--- src/rtl/ps2_key_pkg.sv ---
// Shared types and constants for the PS/2 scan-code set 2 key-state decoder:
// FSM states, protocol byte values, key indices and the per-player keymap.
package ps2_key_pkg;

    typedef enum logic [2:0] {
        IDLE,
        EXT,
        BRK,
        EXT_BRK,
        SKIP
    } state_t;

    localparam logic [7:0] PFX_EXT   = 8'hE0;
    localparam logic [7:0] PFX_BRK   = 8'hF0;
    localparam logic [7:0] PFX_PAUSE = 8'hE1;
    localparam logic [7:0] KBD_OVF   = 8'h00;
    localparam logic [7:0] KBD_ERR   = 8'hFF;
    localparam logic [7:0] ACK       = 8'hFA;
    localparam logic [7:0] BAT       = 8'hAA;
    localparam logic [7:0] ECHO      = 8'hEE;

    // Pause/Break is E1 followed by seven more bytes
    localparam logic [2:0] PAUSE_TAIL = 3'd7;

    localparam int unsigned KEY_UP    = 0;
    localparam int unsigned KEY_DOWN  = 1;
    localparam int unsigned KEY_LEFT  = 2;
    localparam int unsigned KEY_RIGHT = 3;
    localparam int unsigned KEY_HIT   = 4;
    localparam int unsigned KEY_KICK  = 5;

    localparam int unsigned MAX_PLAYERS = 2;
    localparam int unsigned MAX_KEYS    = 6;

    // Entry format {ext, code}; indexed [player][key]
    localparam logic [8:0] KEYMAP [MAX_PLAYERS][MAX_KEYS] = '{
        '{9'h175, 9'h172, 9'h16B, 9'h174, 9'h069, 9'h072},
        '{9'h01D, 9'h01B, 9'h01C, 9'h023, 9'h03B, 9'h042}
    };

endpackage

--- src/rtl/ps2_scan_match.sv ---
// Combinational keymap lookup: {ext, code} -> {hit, player, key}, restricted
// to the configured number of players and keys per player.
module ps2_scan_match
    import ps2_key_pkg::*;
#(
    parameter int unsigned NUM_PLAYERS     = 2,
    parameter int unsigned KEYS_PER_PLAYER = 6
) (
    input  logic       ext,
    input  logic [7:0] code,
    output logic       hit,
    output logic       player,
    output logic [2:0] key
);

    always_comb begin
        hit    = 1'b0;
        player = 1'b0;
        key    = '0;
        for (int unsigned p = 0; p < NUM_PLAYERS; p++) begin
            for (int unsigned k = 0; k < KEYS_PER_PLAYER; k++) begin
                if (!hit && KEYMAP[p][k] == {ext, code}) begin
                    hit    = 1'b1;
                    player = 1'(p);
                    key    = 3'(k);
                end
            end
        end
    end

endmodule

--- src/rtl/ps2_key_state.sv ---
// PS/2 set 2 byte-stream decoder holding an active-low held state per mapped key.
// Optional KEY_EDGE_EN adds key_press, a one-cycle pulse on each released->held transition.
module ps2_key_state
    import ps2_key_pkg::*;
#(
    parameter int unsigned NUM_PLAYERS     = 2,
    parameter int unsigned KEYS_PER_PLAYER = 6,
    parameter int unsigned TIMEOUT_CYC     = 2_500_000
) (
    input  logic                                   clk,
    input  logic                                   rst,
    input  logic [7:0]                             rx_data,
    input  logic                                   rx_valid,
    output logic [NUM_PLAYERS*KEYS_PER_PLAYER-1:0] key_n,
    output logic                                   seq_err,
    output logic                                   kbd_clr
`ifdef KEY_EDGE_EN
    ,
    output logic [NUM_PLAYERS*KEYS_PER_PLAYER-1:0] key_press
`endif
);

    localparam int unsigned NK = NUM_PLAYERS * KEYS_PER_PLAYER;
    localparam int unsigned TW = $clog2(TIMEOUT_CYC);

    state_t          state, state_nxt;
    logic [TW-1:0]   tmo, tmo_nxt;
    logic [2:0]      skip, skip_nxt;
    logic [NK-1:0]   key_nxt;
    logic            seq_err_nxt;
    logic            clr_all;
    logic            do_make, do_break;

    logic            m_ext, m_hit, m_player;
    logic [2:0]      m_key;
    logic [NK-1:0]   m_mask;

    assign m_ext = (state == EXT) || (state == EXT_BRK);

    ps2_scan_match #(
        .NUM_PLAYERS    (NUM_PLAYERS),
        .KEYS_PER_PLAYER(KEYS_PER_PLAYER)
    ) u_match (
        .ext   (m_ext),
        .code  (rx_data),
        .hit   (m_hit),
        .player(m_player),
        .key   (m_key)
    );

    always_comb begin
        m_mask = '0;
        for (int unsigned i = 0; i < NK; i++) begin
            if (m_hit && i == 32'(m_player) * KEYS_PER_PLAYER + 32'(m_key)) begin
                m_mask[i] = 1'b1;
            end
        end
    end

    always_comb begin
        state_nxt   = state;
        tmo_nxt     = tmo;
        skip_nxt    = skip;
        seq_err_nxt = 1'b0;
        clr_all     = 1'b0;
        do_make     = 1'b0;
        do_break    = 1'b0;
        if (rx_valid) begin
            tmo_nxt = '0;
            unique case (state)
                IDLE: begin
                    case (rx_data)
                        PFX_EXT:          state_nxt = EXT;
                        PFX_BRK:          state_nxt = BRK;
                        PFX_PAUSE: begin
                            state_nxt = SKIP;
                            skip_nxt  = PAUSE_TAIL;
                        end
                        KBD_OVF, KBD_ERR: clr_all   = 1'b1;
                        ACK, BAT, ECHO:   ;
                        default:          do_make   = 1'b1;
                    endcase
                end
                EXT: begin
                    if (rx_data == PFX_BRK) begin
                        state_nxt = EXT_BRK;
                    end else if (rx_data != PFX_EXT) begin
                        do_make   = 1'b1;
                        state_nxt = IDLE;
                    end
                end
                BRK: begin
                    // F0 E0 is out of order; recover by treating E0 as a fresh prefix
                    if (rx_data == PFX_EXT) begin
                        seq_err_nxt = 1'b1;
                        state_nxt   = EXT;
                    end else begin
                        do_break  = 1'b1;
                        state_nxt = IDLE;
                    end
                end
                EXT_BRK: begin
                    do_break  = 1'b1;
                    state_nxt = IDLE;
                end
                SKIP: begin
                    skip_nxt = skip - 3'd1;
                    if (skip == 3'd1) state_nxt = IDLE;
                end
                default: state_nxt = IDLE;
            endcase
        end else if (state != IDLE) begin
            if (tmo == TW'(TIMEOUT_CYC - 1)) begin
                state_nxt   = IDLE;
                seq_err_nxt = 1'b1;
                tmo_nxt     = '0;
            end else begin
                tmo_nxt = tmo + TW'(1);
            end
        end

        if (clr_all)       key_nxt = '1;
        else if (do_make)  key_nxt = key_n & ~m_mask;
        else if (do_break) key_nxt = key_n | m_mask;
        else               key_nxt = key_n;
    end

    always_ff @(posedge clk or posedge rst) begin
        if (rst) begin
            state   <= IDLE;
            tmo     <= '0;
            skip    <= '0;
            key_n   <= '1;
            seq_err <= 1'b0;
            kbd_clr <= 1'b0;
        end else begin
            state   <= state_nxt;
            tmo     <= tmo_nxt;
            skip    <= skip_nxt;
            key_n   <= key_nxt;
            seq_err <= seq_err_nxt;
            kbd_clr <= clr_all;
        end
    end

`ifdef KEY_EDGE_EN
    always_ff @(posedge clk or posedge rst) begin
        if (rst) key_press <= '0;
        else     key_press <= do_make ? (key_n & m_mask) : '0;
    end
`endif

endmodule
--- config.mk ---
export PLATFORM = sky130hd
export DESIGN_NAME = ps2_key_state
export DESIGN_NICKNAME = d
export VERILOG_FILES = /design/src/rtl/ps2_key_pkg.sv /design/src/rtl/ps2_scan_match.sv /design/src/rtl/ps2_key_state.sv
export SDC_FILE = /design/constraint.sdc
export NUM_CORES = 1
export LEC_CHECK = 0
export BUFFER_PORTS_ARGS = -buffer_cell sky130_fd_sc_hd__buf_4
export CAP_MARGIN = 15
export CORE_MARGIN = 3
export CORE_UTILIZATION = 56
export CTS_CLUSTER_DIAMETER = 30
export DETAILED_ROUTE_END_ITERATION = 6
export PLACE_DENSITY = 0.86
export SKIP_LAST_GASP = 1
export SYNTH_ARGS = -nofsm -noshare
export SYNTH_HDL_FRONTEND = slang
export SYNTH_SLANG_ARGS = --single-unit
--- constraint.sdc ---
create_clock -name clk -period 9.03 [get_ports clk]
set_input_delay 0.903 -clock clk [delete_from_list [all_inputs] [get_ports clk]]
set_output_delay 0.903 -clock clk [all_outputs]
set_load 0.005 [all_outputs]
==> flow_summary_export.csv, run 1 <==
group,metric,value,unit
layout,n_antenna_cell,0,
logic_synthesis,yosysSeqAreaShare,0.360,
clocking,clockRootBuffer,"clkbuf_8",
placement,io_buffers,24,
worst_setup_path,r2r_setup_slack,5690,ps
timing,tns,0,ps
worst_setup_path,crit_arrival,3780,ps
worst_setup_path,start_kind,"input port",
layout,multi_input_comb_area,0.00176,mm²
worst_setup_path,endpoint_kind,"flip-flop",
floorplanning,dieWidth,78.7,µm
floorplanning,io_pins,25,
floorplanning,core-area,0.00491,mm²
min_path,hold_path_class,"reg2reg",
placement,post_dp_cell_area,0.00314,mm²
min_path,hold_path_startpoint,"key_n[5]",
logic_synthesis,netlist_top_cells_area,"dfrtp_1 (25%), dfstp_2 (11%), nor2_1 (4.2%), nand2_1 (3.5%), a311oi_1 (3.3%)",
clocking,cts.sinks,42,
layout,area_delta_synth_final,9.38,%
logic_synthesis,netlist_area,0.00296,mm²
floorplanning,dieArea,0.00620,mm²
clocking,path_clk_slew,90,ps
layout,n_fill_cell,403,
logic_synthesis,synth-edff-count,0,
logic_synthesis,async_reset_ff_frac,1.00,
clocking,cts_hold_buf,0,
logic_synthesis,syn_nets,338,
global_routing,grt_usage,0.226,
clocking,cts_resized,0,
global_routing,grt_first_pass_wirelength,11400,µm
logic_synthesis,yosysWarnings,0,
clocking,htree_levels,2,
timing,fmax,282,MHz
logic_synthesis,yosysMostFrequentCell,"nor2_1",
timing,finalSetupViolations,0,
timing,relSlewSlack,0.320,
global_routing,antenna_found_initial,0,
logic_synthesis,synth_flop_cell,"dfrtp_1",
drt,wl_per_cell,16.3,µm
worst_setup_path,r2r_start,"state[2]",
worst_setup_path,reg2reg_depth,9,
logic_synthesis,ys_types,77,
logic_synthesis,synth_seq_cells,42,
timing,finClkSkew,12.1,ps
status,status,"complete, no violations",
timing,finalMaxSlewViolations,0,
clocking,cts_buffer_depth,2,
worst_setup_path,startpoint,"rx_data[4]",
logic_synthesis,synth.avg_cell_area,9.20,µm²
clocking,cts_setup_buffers,0,
worst_setup_path,crit_type,"in2reg",
floorplanning,initial_core_util,0.603,
placement,dp_slack,5230,ps
placement,dp_hpwl,4630,µm
layout,register_area,0.00107,mm²
placement,gp_congestion,0.981,
drt,drc,0,
worst_setup_path,r2r-end,"key_n[8]",
layout,finish.instance_area,0.00324,mm²
layout,drive_gt1_frac,0.196,
power_and_ir_drop,irDropWorstVdd,0.127,mV
logic_synthesis,yosysTopAreaCell,"dfrtp_1",
timing,worst_pin_slew,1010,ps
global_routing,grt_overflow,0,
layout,final_util,0.660,
timing,min_period,3540,ps
drt,drt_iter0_drc,282,
worst_setup_path,critical_path_required,9270,ps
drt,wirelength,6640,µm
logic_synthesis,netlist_instances,322,
clocking,insertion_delay,300,ps
floorplanning,fp.dieH,78.7,µm
power_and_ir_drop,finalPower,543,µW
global_routing,grt_max_degree,43,
drt,drt_pass1_iterations,5,
logic_synthesis,synth_top_cell_area_share,0.253,
global_routing,grt_pass1_vias,2396,
timing,fin_crit_sh,0.392,
logic_synthesis,synth_commonest_cells,"nor2_1 (33), dfrtp_1 (30), nand2_1 (28), o21ai_0 (14), nand3_1 (13)",
worst_setup_path,crit_end,"key_n[8]",
timing,rsz0062_at_grt,"false",
drt,route.antenna.remaining_nets,0,
clocking,cts_tree,"built",
drt,drt-vias-per-instance,6.49,
drt,num_vias,2646,
timing,hold_viol_final,0,
clocking,cts_made_buffers,5,
worst_setup_path,cp_max_fo,16,
timing,fin_ws,5490,ps
floorplanning,rows,25,
power_and_ir_drop,p_leak,1.34,nW
power_and_ir_drop,p_per_area,168,mW/mm²
run,cap_violations,0,
layout,fin_nets,356,
sequential cells by signal (all words and copies together), names as in the netlist:
name and flops:
key_n 12, tmo 22, state 3, skip 3
seq_err 1, kbd_clr 1
cell families after synthesis:
| logic type | synth area share |
|---|---|
| xor gates and xnor gates | 0.0473 |
| muxes | 0.00338 |
| adders and majority gates | 0.0237 |
| and+or+nand+nor | 0.314 |
| AOI/OAI and AO/OA | 0.204 |
| buffers and inverters | 0.0473 |
| DFF | 0.360 |
power by group:
| group | switching [mW] | internal [mW] | total [mW] |
|---|---|---|---|
| logic | 0.0916 | 0.0693 | 0.161 |
| clock network | 0.0747 | 0.0579 | 0.133 |
| registers | 0.0260 | 0.224 | 0.250 |
critical path: stages:
cell and delay, ps:
buf_4 170, nor4b_1 550, nand4b_1 260, o221ai_1 230, ha_1 250, fa_1 490
nor3b_1 430, nand4_1 140, o32ai_1 270, nor2_1 70
layout by cell type, fill, tap and decap left out, types with 9 or more instances in the layout:
master | netlist | final
a311oi_1 | 11 | 11
dfstp_2 | 12 | 12
nand2_1 | 28 | 28
a21oi_1 | 10 | 10
inv_1 | 11 | 11
dfrtp_1 | 30 | 30
xor2_1 | 11 | 11
nor2_1 | 33 | 33
nor3_1 | 9 | 9
o21ai_0 | 14 | 14
buf_4 | 1 | 26
nand4_1 | 11 | 11
nand3_1 | 13 | 13
routing by layer:
metal,vias to the layer above,routed length (µm),global-route usage
met5,-,0,0
met1,1250,3010,0.314
met4,0,104,0.0874
met2,115,3110,0.349
li1,1261,-,-
met3,20,420,0.0431
final cells by class:
class,instances,area share
flip-flops and latches,42,0.329
multi-input cells,254,0.542
repair buffers,26,0.0603
clock buffers,5,0.0212
inverters,11,0.0127
well taps,67,0.0259
clock inverters,3,0.00888
how the worst min path moves through the flow:
stage	end	slack (ps)	cells past startpoint
after floorplan	tmo[21]	440	1
after global placement	key_n[5]	470	2
after detailed placement	key_n[5]	470	2
after CTS	key_n[5]	480	2
after global routing	key_n[5]	500	2
final	key_n[5]	480	2
stage by stage:
step / cells / hold WS, ps
after global routing: 408 / 499
after global placement: 400 / 466
after detailed placement: 400 / 468
after floorplan: 322 / 442
after CTS: 408 / 483
final: 408 / 479
Note: power is estimated with default switching activity, not from simulation.
==> run 2: changes to the inputs <==
--- a/config.mk
+++ b/config.mk
@@ -8,10 +8,10 @@
 export BUFFER_PORTS_ARGS = -buffer_cell sky130_fd_sc_hd__buf_4
 export CAP_MARGIN = 15
 export CORE_MARGIN = 3
-export CORE_UTILIZATION = 56
+export CORE_UTILIZATION = 54
 export CTS_CLUSTER_DIAMETER = 30
 export DETAILED_ROUTE_END_ITERATION = 6
-export PLACE_DENSITY = 0.86
+export PLACE_DENSITY = 0.87
 export SKIP_LAST_GASP = 1
 export SYNTH_ARGS = -nofsm -noshare
 export SYNTH_HDL_FRONTEND = slang
==> constraint.sdc (replaced) <==
create_clock -name clk -period 2.9 [get_ports clk]
set_input_delay 0.29 -clock clk [delete_from_list [all_inputs] [get_ports clk]]
set_output_delay 0.29 -clock clk [all_outputs]
set_load 0.005 [all_outputs]
==> run 2 against run 1 <==
Clock power rose to 3.7 times the previous value. Clock skew fell by 2.8 ps. Via count rose by 3.5%. Sequential cell count did not move. Cell area rose by 3.4%. Power rose to 3.3 times the previous value. Non-clock buffer count rose by 11. Die area rose by 3.4%. Sequential share of layout area fell by 1.1 points.
==> flow_summary_export.csv, run 2 (same netlist as run 1, synthesis figures left out) <==
group,metric,value,unit
clocking,htree_levels,2,
global_routing,grt_first_pass_wirelength,11700,µm
floorplanning,dieArea,0.00641,mm²
clocking,cts_made_buffers,5,
layout,finish.instance_area,0.00335,mm²
layout,multi_input_comb_area,0.00176,mm²
drt,wl_per_cell,16.4,µm
global_routing,antenna_found_initial,0,
timing,fin_crit_sh,0.941,
worst_setup_path,cp_max_fo,8,
placement,gp_congestion,1.02,
clocking,cts_tree,"built",
worst_setup_path,crit_type,"reg2reg",
worst_setup_path,critical_path.top_delay_family,"simple AND/OR/NAND/NOR gates",
worst_setup_path,start_kind,"flip-flop",
clocking,path_clk_slew,90,ps
timing,finalSetupViolations,0,
global_routing,grt_pass1_vias,2507,
timing,relSlewSlack,0.314,
floorplanning,initial_core_util,0.569,
drt,drt-vias-per-instance,6.49,
worst_setup_path,endpoint_kind,"flip-flop",
min_path,hold_path_class,"in2async",
layout,top_register,"tmo",
worst_setup_path,crit_slowest_cell,"fa_1",
global_routing,grt_overflow,0,
floorplanning,dieWidth,80.1,µm
placement,dp_hpwl,4940,µm
worst_setup_path,path_cells,"nand2b_1, nand2_1, o21bai_1, nand2_1, ha_1, fa_1, nor3b_2, nand4_1, o32ai_1, nor2_1",
layout,final_cell_mix,"buf_4 (37), nor2_1 (33), dfrtp_1 (30)",
worst_setup_path,path_buf_inv,0,
layout,register_area,0.00107,mm²
clocking,cts_hold_buf,0,
worst_setup_path,crit_arrival,2960,ps
layout,final_common_cell,"buf_4",
timing,finalMaxSlewViolations,0,
layout,largest_reg_flops,22,
clocking,insertion_delay,300,ps
clocking,cts.sinks,42,
clocking,cts_setup_buffers,0,
timing,finClkSkew,9.36,ps
drt,drc,0,
layout,drive_gt1_frac,0.222,
layout,fin_nets,367,
placement,io_buffers,24,
drt,num_vias,2738,
timing,fmax,367,MHz
clocking,clockRootBuffer,"clkbuf_8",
run,cap_violations,0,
drt,route.antenna.remaining_nets,0,
layout,n_fill_cell,411,
drt,drt_iter0_drc,282,
timing,min_period,2730,ps
global_routing,grt_usage,0.229,
timing,worst_pin_slew,1020,ps
power_and_ir_drop,p_leak,1.41,nW
drt,drt_pass1_iterations,5,
layout,top_regs,"tmo (22), key_n (12)",
worst_setup_path,crit_top_cell,"nand2_1",
worst_setup_path,critical_path_required,3130,ps
clocking,cts_resized,0,
worst_setup_path,crit_path_max_incr_delay,600,ps
layout,area_delta_synth_final,13.1,%
timing,hold_viol_final,0,
floorplanning,core-area,0.00520,mm²
placement,post_dp_cell_area,0.00323,mm²
drt,wirelength,6920,µm
power_and_ir_drop,finalPower,1.78,mW
status,status,"complete, no violations",
power_and_ir_drop,irDropWorstVdd,0.351,mV
floorplanning,fp.dieH,80.1,µm
global_routing,grt_max_degree,43,
clocking,cts_buffer_depth,2,
floorplanning,io_pins,25,
layout,n_antenna_cell,0,
floorplanning,rows,26,
power_and_ir_drop,p_per_area,532,mW/mm²
[run 2: power breakdown]
| group | total (mW) | switching, mW | internal (mW) |
|---|---|---|---|
| clock | 0.486 | 0.205 | 0.281 |
| combinational | 0.530 | 0.302 | 0.228 |
| sequential | 0.764 | 0.0675 | 0.697 |
| total | 1.78 | 0.575 | 1.21 |
[run 2: tightest hold or removal path: stages]
cell	delay, ps
buf_4	100
inv_1	40
buf_4	420
[run 2: through the flow]
step	hold slack, ps	utilization	cells	setup TNS (ps)	worst slack (ps)
floorplan	442	-	322	0	72.1
global placement	457	0.620	414	0	129
detailed placement	462	0.620	414	0	64.0
CTS	135	0.643	422	0	123
global route	159	0.644	422	-8.08	-8.08
finish	116	0.644	422	0	172
[run 2: layout make-up]
cell class                 count  area share
clock buffer                   7      0.0258
multi-input combinational    254       0.526
sequential                    42       0.318
clock inverter                 1     0.00897
inverter                      11      0.0123
tap                           70      0.0261
timing repair buffer          37      0.0829
[run 2: worst paths after layout]
check                      startpoint  cells past startpoint       end  slack [ps]
max reg2reg                  state[2]                     10  key_n[4]         170
max in group asynchronous         rst                      3  key_n[8]        2420
min in group clk             rx_valid                      3  state[1]         360
max                          state[2]                     10  key_n[4]         170
min                               rst                      3   tmo[12]         120
min reg2reg                  key_n[5]                      2  key_n[5]         480
[run 2: metal layers]
layer	track usage	wire length, µm
met5	0	0
met4	0.0591	68
met3	0.0404	431
met2	0.375	3310
met1	0.313	3120
==> run 3: changes to the inputs <==
==> constraint.sdc (replaced) <==
create_clock -name clk -period 2.9 [get_ports clk]
set_input_delay 0.145 -clock clk [delete_from_list [all_inputs] [get_ports clk]]
set_output_delay 0.145 -clock clk [all_outputs]
set_load 0.005 [all_outputs]
==> run 3 against run 2 <==
First-iteration DRC count shrank 8.5%. Sequential share of layout area fell by 0.14 points. Setup slack improved by 2.8 ps. Worst hold slack gained 100 ps. Clock power shrank 10%. Maximum frequency increased by 0.10%. Cell area increased by 0.45%. Via count is 2.6% lower. Routed wire length down 0.12%. Die area is the same. Core utilization grew 0.29 points. Critical path depth decreased by 1. Critical path type unchanged.
==> flow_summary_export.csv, run 3 (same netlist as run 1, synthesis figures left out) <==
group,metric,value,unit
status,status,"complete, no violations",
global_routing,grt_overflow,0,
global_routing,grt_max_degree,43,
timing,fmax,367,MHz
placement,dp_hpwl,4930,µm
drt,route.antenna.remaining_nets,0,
drt,drt-vias-per-instance,6.29,
timing,fin_crit_sh,0.940,
worst_setup_path,reg2reg_depth,9,
timing,rsz0062_at_grt,"true",
placement,placed_cells,415,
floorplanning,initial_core_util,0.569,
worst_setup_path,endpoint_kind,"flip-flop",
floorplanning,dieWidth,80.1,µm
drt,drt_iter0_drc,258,
global_routing,grt_pass1_vias,2599,
worst_setup_path,crit_cells,9,
power_and_ir_drop,finalPower,1.74,mW
clocking,insertion_delay,300,ps
floorplanning,io_pins,25,
timing,hold_viol_final,0,
layout,largest_reg_flops,22,
worst_setup_path,critical_path_required,3130,ps
drt,wl_per_cell,16.3,µm
placement,post_dp_cell_area,0.00324,mm²
power_and_ir_drop,irDropWorstVdd,0.363,mV
placement,gp_congestion,0.958,
drt,drc,0,
clocking,clockRootBuffer,"clkbuf_8",
layout,top_regs,"tmo (22), key_n (12)",
timing,finalSetupViolations,0,
timing,relSlewSlack,0.429,
worst_setup_path,crit_arrival,2960,ps
worst_setup_path,crit_slowest_cell,"fa_1",
timing,finalMaxSlewViolations,0,
global_routing,antenna_found_initial,0,
timing,worst_pin_slew,849,ps
worst_setup_path,r2r-end,"key_n[8]",
layout,final_cell_mix,"buf_4 (38), nor2_1 (33), dfrtp_1 (30)",
worst_setup_path,cp_max_fo,8,
worst_setup_path,r2r_start,"state[2]",
placement,dp_slack,103,ps
drt,wirelength,6910,µm
drt,num_vias,2667,
layout,register_area,0.00107,mm²
clocking,htree_levels,2,
worst_setup_path,r2r_setup_slack,180,ps
clocking,path_clk_slew,90,ps
clocking,cts_made_buffers,5,
timing,min_period,2720,ps
power_and_ir_drop,p_per_area,517,mW/mm²
timing,fin_ws,175,ps
layout,top_register,"tmo",
worst_setup_path,startpoint,"state[2]",
worst_setup_path,path_cells,"nand2b_1, nand2_1, nor4_1, or2_2, fa_1, nor3b_1, nand4_1, o32ai_1, nor2_1",
floorplanning,rows,26,
global_routing,grt_first_pass_wirelength,12100,µm
timing,holdWs,218,ps
floorplanning,core-area,0.00520,mm²
layout,area_delta_synth_final,13.6,%
worst_setup_path,crit_end,"key_n[8]",
min_path,hold_path_class,"in2reg",
worst_setup_path,path_buf_inv,0,
layout,final_common_cell,"buf_4",
layout,stdcell_count,424,
worst_setup_path,crit_path_max_incr_delay,490,ps
layout,fin_nets,369,
layout,n_antenna_cell,0,
global_routing,grt_usage,0.234,
power_and_ir_drop,p_leak,1.42,nW
worst_setup_path,critical_path.top_delay_family,"simple AND/OR/NAND/NOR gates",
clocking,cts_setup_buffers,0,
worst_setup_path,crit_type,"reg2reg",
layout,multi_input_comb_area,0.00177,mm²
layout,n_fill_cell,415,
layout,final_util,0.646,
worst_setup_path,start_kind,"flip-flop",
layout,drive_gt1_frac,0.226,
layout,finish.instance_area,0.00336,mm²
clocking,cts_tree,"built",
placement,io_buffers,24,
floorplanning,dieArea,0.00641,mm²
clocking,cts_buffer_depth,2,
floorplanning,fp.dieH,80.1,µm
timing,tns,0,ps
drt,drt_pass1_iterations,5,
clocking,cts.sinks,42,
timing,finClkSkew,8.54,ps
run,cap_violations,0,
run 3: changes by cell type in the layout (fill, tap and decap cells not counted), sizes merged:
cell | previous run | this run
clkbuf | 7 | 6
dlygate4sd3 | 0 | 1
clkinv | 0 | 1
bufinv | 1 | 0
inv | 11 | 12
buf | 37 | 38
run 3: layout make-up:
cell class	count	area share
Multi-Input combinational cell	254	0.525
Sequential cell	42	0.317
Timing Repair Buffer	39	0.0878
Clock buffer	6	0.0279
Tap cell	70	0.0260
Inverter	11	0.0123
Clock inverter	2	0.00409
run 3: power breakdown:
part           total [mW]  switching, mW  internal, mW  leakage [nW]
combinational       0.537          0.307         0.230         0.818
clock               0.437          0.214         0.223        0.0567
sequential          0.765         0.0676         0.697         0.541
run 3: what timing repair did:
action,CTS,global route
gates resized for setup,0,2
endpoints found under the hold margin,20,0
hold buffers,1,0
endpoints found under the setup margin,0,2
run 3: routing by layer:
layer / up-vias / GRT usage / wire (µm)
met5: - / 0 / 0
li1: 1287 / - / -
met1: 1278 / 0.317 / 3050
met2: 91 / 0.387 / 3370
met4: 0 / 0.0760 / 115
met3: 11 / 0.0348 / 380
run 3: worst min-delay path: cells and delay by family:
kind / cells / cell delay, ps
buffers and inverters: 1 / 140
AND/OR/NAND/NOR: 1 / 110
AO/OA/AOI/OAI: 1 / 80
run 3: how the worst min path moves through the flow:
stage | startpoint | end | slack (ps) | depth (start not counted)
floorplan | rx_valid | state[1] | 350 | 2
global placement | rst | kbd_clr | 310 | 3
detailed placement | rst | kbd_clr | 320 | 3
CTS | rx_valid | state[1] | 210 | 3
global route | rx_valid | state[1] | 230 | 3
finish | rx_valid | state[1] | 220 | 3
